--- src/rtl/gray_frame_sequencer_if.sv ---
// Memory, converter and output-stream bundle for gray_frame_sequencer.
// master = sequencer side, slave = memory / converter / sink side.
interface gray_frame_sequencer_if #(
  parameter int ADDR_W = 20
);
  logic              mem_rd_en;
  logic [ADDR_W-1:0] mem_addr;
  logic [7:0]        mem_rd_data;
  logic [7:0]        conv_r;
  logic [7:0]        conv_g;
  logic [7:0]        conv_b;
  logic [7:0]        gray_in;
  logic              out_valid;
  logic              out_ready;
  logic [7:0]        out_data;
  logic              out_sof;
  logic              out_eol;
  logic              out_eof;

  modport master (
    output mem_rd_en, mem_addr,
    input  mem_rd_data,
    output conv_r, conv_g, conv_b,
    input  gray_in,
    output out_valid, out_data,
    output out_sof, out_eol, out_eof,
    input  out_ready
  );

  modport slave (
    input  mem_rd_en, mem_addr,
    output mem_rd_data,
    input  conv_r, conv_g, conv_b,
    output gray_in,
    input  out_valid, out_data,
    input  out_sof, out_eol, out_eof,
    output out_ready
  );
endinterface

--- src/rtl/gray_frame_sequencer.sv ---
// Streams one packed RGB frame through an external grayscale
// converter and emits gray pixels with sof/eol/eof flags.
module gray_frame_sequencer #(
  parameter int WIDTH  = 512,
  parameter int HEIGHT = 512,
  parameter int ADDR_W = 20
) (
  input  logic clk,
  input  logic rst_n,
  input  logic start,
  input  logic abort,
  output logic busy,
  output logic done,
  gray_frame_sequencer_if.master bus
);

  localparam int CW = (WIDTH  > 1) ? $clog2(WIDTH)  : 1;
  localparam int RW = (HEIGHT > 1) ? $clog2(HEIGHT) : 1;
  localparam logic [CW-1:0] COL_LAST = CW'(WIDTH - 1);
  localparam logic [RW-1:0] ROW_LAST = RW'(HEIGHT - 1);

  typedef enum logic [2:0] {
    IDLE, RD_R, RD_G, RD_B, CAP, CONV, OUT
  } state_t;

  state_t state, state_nx;

  logic [ADDR_W-1:0] base;
  logic [ADDR_W-1:0] addr;
  logic [CW-1:0]     col;
  logic [RW-1:0]     row;
  logic [7:0]        r_q, g_q, b_q, data_q;
  logic              sof_q, eol_q, eof_q;
  logic              done_q;
  logic              rd_en;
  logic              valid;
  logic              go;
  logic              hs;

  assign go = (state == IDLE) && start && !abort;
  assign hs = (state == OUT) && bus.out_ready && !abort;

  always_ff @(posedge clk or negedge rst_n) begin
    if (!rst_n) state <= IDLE;
    else        state <= state_nx;
  end

  always_comb begin
    state_nx = state;
    unique case (state)
      IDLE: if (go)            state_nx = RD_R;
      RD_R:                    state_nx = RD_G;
      RD_G:                    state_nx = RD_B;
      RD_B:                    state_nx = CAP;
      CAP:                     state_nx = CONV;
      CONV:                    state_nx = OUT;
      OUT:  if (bus.out_ready) state_nx = eof_q ? IDLE : RD_R;
      default:                 state_nx = IDLE;
    endcase
    if (abort) state_nx = IDLE;
  end

  always_comb begin
    busy  = (state != IDLE);
    rd_en = (state == RD_R) || (state == RD_G) ||
            (state == RD_B);
    valid = (state == OUT);
  end

  // mem_addr is registered so it holds while no read is in flight
  always_ff @(posedge clk or negedge rst_n) begin
    if (!rst_n) begin
      base   <= '0;
      addr   <= '0;
      col    <= '0;
      row    <= '0;
      r_q    <= '0;
      g_q    <= '0;
      b_q    <= '0;
      data_q <= '0;
      sof_q  <= 1'b0;
      eol_q  <= 1'b0;
      eof_q  <= 1'b0;
      done_q <= 1'b0;
    end else begin
      done_q <= hs && eof_q;
      if (go) begin
        base <= '0;
        addr <= '0;
        col  <= '0;
        row  <= '0;
      end else if (!abort) begin
        unique case (state)
          RD_R: addr <= base + ADDR_W'(1);
          RD_G: begin
            addr <= base + ADDR_W'(2);
            r_q  <= bus.mem_rd_data;
          end
          RD_B: g_q <= bus.mem_rd_data;
          CAP:  b_q <= bus.mem_rd_data;
          CONV: begin
            data_q <= bus.gray_in;
            sof_q  <= (row == '0) && (col == '0);
            eol_q  <= (col == COL_LAST);
            eof_q  <= (col == COL_LAST) && (row == ROW_LAST);
          end
          OUT: if (bus.out_ready) begin
            base <= base + ADDR_W'(3);
            if (!eof_q) addr <= base + ADDR_W'(3);
            if (col == COL_LAST) begin
              col <= '0;
              row <= row + RW'(1);
            end else begin
              col <= col + CW'(1);
            end
          end
          default: ;
        endcase
      end
    end
  end

  assign done          = done_q;
  assign bus.mem_rd_en = rd_en;
  assign bus.mem_addr  = addr;
  assign bus.conv_r    = r_q;
  assign bus.conv_g    = g_q;
  assign bus.conv_b    = b_q;
  assign bus.out_valid = valid;
  assign bus.out_data  = data_q;
  assign bus.out_sof   = sof_q;
  assign bus.out_eol   = eol_q;
  assign bus.out_eof   = eof_q;

endmodule

--- src/flat_wrapper.sv ---
// flat-port wrapper written by rule: the top's interface ports become plain ports
module gray_frame_sequencer_flat 
#(
  parameter int WIDTH  = 512,
  parameter int HEIGHT = 512,
  parameter int ADDR_W = 20
)
  (clk, rst_n, start, abort, busy, done, bus_mem_rd_en, bus_mem_addr, bus_mem_rd_data, bus_conv_r, bus_conv_g, bus_conv_b, bus_gray_in, bus_out_valid, bus_out_data, bus_out_sof, bus_out_eol, bus_out_eof, bus_out_ready);
  gray_frame_sequencer_if #(.ADDR_W(ADDR_W)) bus_i ();
  input  logic clk;
  input  logic rst_n;
  input  logic start;
  input  logic abort;
  output logic busy;
  output logic done;
  output wire logic [$bits(bus_i.mem_rd_en)-1:0] bus_mem_rd_en;
  output wire logic [$bits(bus_i.mem_addr)-1:0] bus_mem_addr;
  input wire logic [$bits(bus_i.mem_rd_data)-1:0] bus_mem_rd_data;
  output wire logic [$bits(bus_i.conv_r)-1:0] bus_conv_r;
  output wire logic [$bits(bus_i.conv_g)-1:0] bus_conv_g;
  output wire logic [$bits(bus_i.conv_b)-1:0] bus_conv_b;
  input wire logic [$bits(bus_i.gray_in)-1:0] bus_gray_in;
  output wire logic [$bits(bus_i.out_valid)-1:0] bus_out_valid;
  output wire logic [$bits(bus_i.out_data)-1:0] bus_out_data;
  output wire logic [$bits(bus_i.out_sof)-1:0] bus_out_sof;
  output wire logic [$bits(bus_i.out_eol)-1:0] bus_out_eol;
  output wire logic [$bits(bus_i.out_eof)-1:0] bus_out_eof;
  input wire logic [$bits(bus_i.out_ready)-1:0] bus_out_ready;
  assign bus_mem_rd_en = bus_i.mem_rd_en;
  assign bus_mem_addr = bus_i.mem_addr;
  assign bus_i.mem_rd_data = bus_mem_rd_data;
  assign bus_conv_r = bus_i.conv_r;
  assign bus_conv_g = bus_i.conv_g;
  assign bus_conv_b = bus_i.conv_b;
  assign bus_i.gray_in = bus_gray_in;
  assign bus_out_valid = bus_i.out_valid;
  assign bus_out_data = bus_i.out_data;
  assign bus_out_sof = bus_i.out_sof;
  assign bus_out_eol = bus_i.out_eol;
  assign bus_out_eof = bus_i.out_eof;
  assign bus_i.out_ready = bus_out_ready;
  gray_frame_sequencer #(.WIDTH(WIDTH), .HEIGHT(HEIGHT), .ADDR_W(ADDR_W)) u_core (.clk(clk), .rst_n(rst_n), .start(start), .abort(abort), .busy(busy), .done(done), .bus(bus_i));
endmodule
--- config.mk ---
export PLATFORM = sky130hd
export DESIGN_NAME = gray_frame_sequencer_flat
export DESIGN_NICKNAME = d
export VERILOG_FILES = /design/src/rtl/gray_frame_sequencer_if.sv /design/src/rtl/gray_frame_sequencer.sv /design/src/flat_wrapper.sv
export SDC_FILE = /design/constraint.sdc
export NUM_CORES = 1
export LEC_CHECK = 0
export CORE_UTILIZATION = 55
export DETAILED_ROUTE_END_ITERATION = 8
export DONT_BUFFER_PORTS = 1
export PLACE_DENSITY = 0.76
export REMOVE_ABC_BUFFERS = 1
export SLEW_MARGIN = 20
export SYNTH_ARGS = -nofsm -noshare
export SYNTH_HDL_FRONTEND = slang
export SYNTH_SLANG_ARGS = --single-unit
--- constraint.sdc ---
create_clock -name clk -period 4.4 [get_ports clk]
set_input_delay 1.32 -clock clk [delete_from_list [all_inputs] [get_ports clk]]
set_output_delay 1.32 -clock clk [all_outputs]
set_load 0.005 [all_outputs]
==> results.md <==
* Rows at 34
* Setup violators final at 0
* # diodes at 0
* FILL cells at 732
* Tcrit/Tclk final at 0.688
* Avg Inst Size Synth at 9.72 sq um
* Worst Path Max Fanout at 24
* Reg clk slew, reported paths at 100 ps
* Cell Area, Synth at 5010 sq um
* Worst Hold Endpoint: u_core.base[19]
* Syn-to-layout area delta at 4.67%
* Hold buffers post-CTS at 0
* 1st-pass router iterations at 6
* FF/Latch Area at 2430 sq um
* First-pass GRT wire length at 18,500 microns
* Cell taking the most area after synthesis: dfrtp_1
* Starting Density at 0.571
* R2R cell count at 5
* Placed cell areas at 5020 sq um
* Initial antenna violation count at 0
* Per-cell routed wire length at 18.2 microns
* CP Capture Type: output port
* Worst IR drop on VDD at 0.248 mV
* Die Wd at 97.4 microns
* Worst Skew at 7.51 ps
* Crit path DAT at 1710 ps
* Worst path required time at 3080 ps
* Min Clock Period, post-route at 3030 ps
* CTS Buffer Depth at 2
* Slew @ Worst Pin at 1030 ps
* Routed WL at 11,100 microns
* Synth cell types at 52
* Unrepaired setup endpoints after global routing: false
* Hold path start: u_core.base[19]
* Die Height at 97.4 microns
* Pin count of the biggest net entering global routing at 98
* Hold Path Class: reg2reg
* Multi-input gate area at 2390 sq um
* Crit Path Class: reg2out
* Port-buffer cells at 0
* Leak at 0.00217 uW
* Placer Congestion at 0.856
* Number of H-tree levels at 3
* GRT overflow at 0
* Peak Freq at 330 MHz
* DRT antenna net count at 0
* DR vias at 3,880
* Status: complete, no violations
* GRT Overall Usage at 0.240
* Max Transition Viols Final at 0
* Total die area at 9490 sq um
* Setup bufs post-CTS at 0
* Nets at 525
* Initial drt markers at 255
* Sink Count at 97
* Reg2Reg Capture Point: u_core.bus.mem_addr[10]
* Cell area after layout at 5240 sq um
* CTS buffer count at 9
* Register bit total from synthesis at 97
* Final Hold Vio Count at 0
* Post-DR vias/cell at 6.39
* Synth async-reset ratio at 1.00
* Yosys warns at 0
* Core ar. at 8760 sq um
* Top cell type's share of synthesized area at 0.485
* Layout cells sized above 1 at 0.108
* Vias in the first global route at 3,875
* # IOs at 80
* Relative slew slack at 0.312
* Post-cts sizing count at 0
* Sequential-to-total area share from yosys stat at 0.485
* TNS Setup at 0 ps
* CTS root buf: clkbuf_8
* Max-cap violations at 0
* CP Launch Type: flop
* CTS tree: done
* Worst R2R Setup Slack at 1680 ps
* R2r startpoint: u_core.state[2]
* Ranking of synthesized cells by area: dfrtp_1 48%, mux2_2 7.4%, o21ai_0 5.0%
* EDFF count, synth at 0
* Worst skew pair latency at 370 ps
* Residual DRC at 0
* Top_reg_cell synth: dfrtp_1
* Power per cell area at 363 nW/um^2
* Hold Path Stages at 1
* Synth Instances at 515
* DP Wirelength at 7460 microns
* Final Core Density at 0.598
## report_power, final
part           internal (uW)  total [uW]  switching (uW)  leakage (uW)
logic                   96.7         181            83.9      0.000758
registers               1000        1100            95.4       0.00130
clock network            281         624             344      0.000111
total                   1380        1900             523       0.00217
## synthesized netlist by cell type (all sizes together), types with 3 or more instances
master and n:
a21oi 26, a31oi 5, and3 3, and4 4
buf 7, clkbuf 28, dfrtp 97, ha 10
inv 11, mux2 33, nand2 43, nand3 33
nand3b 4, nand4 13, nor2 38, nor2b 4
nor3 9, nor3b 4, nor4 13, nor4b 3
o211ai 4, o21ai 50, o31ai 6, or3 3
xnor2 15, xor2 15
## flip-flops by register name, summed over array words and instances, names as in the netlist
name and count:
u_core.done 1, u_core.base 20, u_core.bus.mem_addr 20, u_core.col 9
u_core.bus.conv_b 8, u_core.bus.out_data 8, u_core.bus.conv_r 8, u_core.bus.out_eol 1
u_core.row 9, u_core.state 3, u_core.bus.out_sof 1, u_core.bus.out_eof 1
u_core.bus.conv_g 8
## stage by stage
| step | instances | worst slack (ps) | power [uW] | hold WS [ps] |
|---|---|---|---|---|
| floorplan | 480 | 1170 | 1230 | 468 |
| global placement | 591 | 1180 | 1290 | 501 |
| detailed placement | 591 | 1170 | 1300 | 515 |
| CTS | 607 | 1410 | 1920 | 528 |
| global route | 607 | 1250 | 1980 | 561 |
| finish | 607 | 1370 | 1900 | 521 |
## worst max path at each step
stage / start / endpoint
2_1_floorplan: bus_out_ready / u_core.row[8]
3_3_place_gp: abort / u_core.bus.mem_addr[10]
3_5_place_dp: abort / u_core.bus.mem_addr[10]
4_1_cts: u_core.state[2] / bus_out_valid
5_1_grt: u_core.state[2] / bus_out_valid
6_report: u_core.state[2] / bus_out_valid
## critical path, cell delays in order (launching register included)
cell and delay, ps:
dfrtp_1 800, nand3b_1 330, inv_1 200
## routing by layer
| layer | wire length, microns | GRT usage | vias up |
|---|---|---|---|
| met5 | 0 | 0 | - |
| li1 | - | - | 1816 |
| met4 | 306 | 0.0973 | 0 |
| met2 | 5480 | 0.401 | 149 |
| met1 | 4580 | 0.295 | 1889 |
| met3 | 715 | 0.0655 | 26 |
## area by class of cell
| class | instances | area share |
|---|---|---|
| Inverter | 11 | 0.00788 |
| Clock buffer | 9 | 0.0236 |
| Timing Repair Buffer | 3 | 0.00430 |
| Clock inverter | 7 | 0.0181 |
| Sequential cell | 97 | 0.463 |
| Tap cell | 108 | 0.0258 |
| Multi-Input combinational cell | 372 | 0.457 |
## layout by cell type (no fill, tap or decap), drive strengths merged, types with 3 or more instances in the layout
cell	synthesis	layout
o211ai	4	4
xnor2	15	15
nor2	38	38
mux2	33	33
nor3	9	9
dfrtp	97	97
nor3b	4	4
nand4	13	13
nand3b	4	4
nand2	43	43
o31ai	6	6
xor2	15	15
nor4	13	13
buf	7	3
and4	4	4
nor2b	4	4
a21oi	26	26
nand3	33	33
inv	11	15
and3	3	3
nor4b	3	3
a31oi	5	5
or3	3	3
ha	10	10
clkbuf	28	9
o21ai	50	50
## cell families after synthesis
| family | share of synthesized area |
|---|---|
| mux | 0.0742 |
| flops | 0.485 |
| simple gates | 0.189 |
| xor+xnor | 0.0525 |
| fa+ha+maj | 0.0250 |
| buf+inv | 0.0367 |
| compound gates | 0.137 |
(Power assumes the default switching activity.)
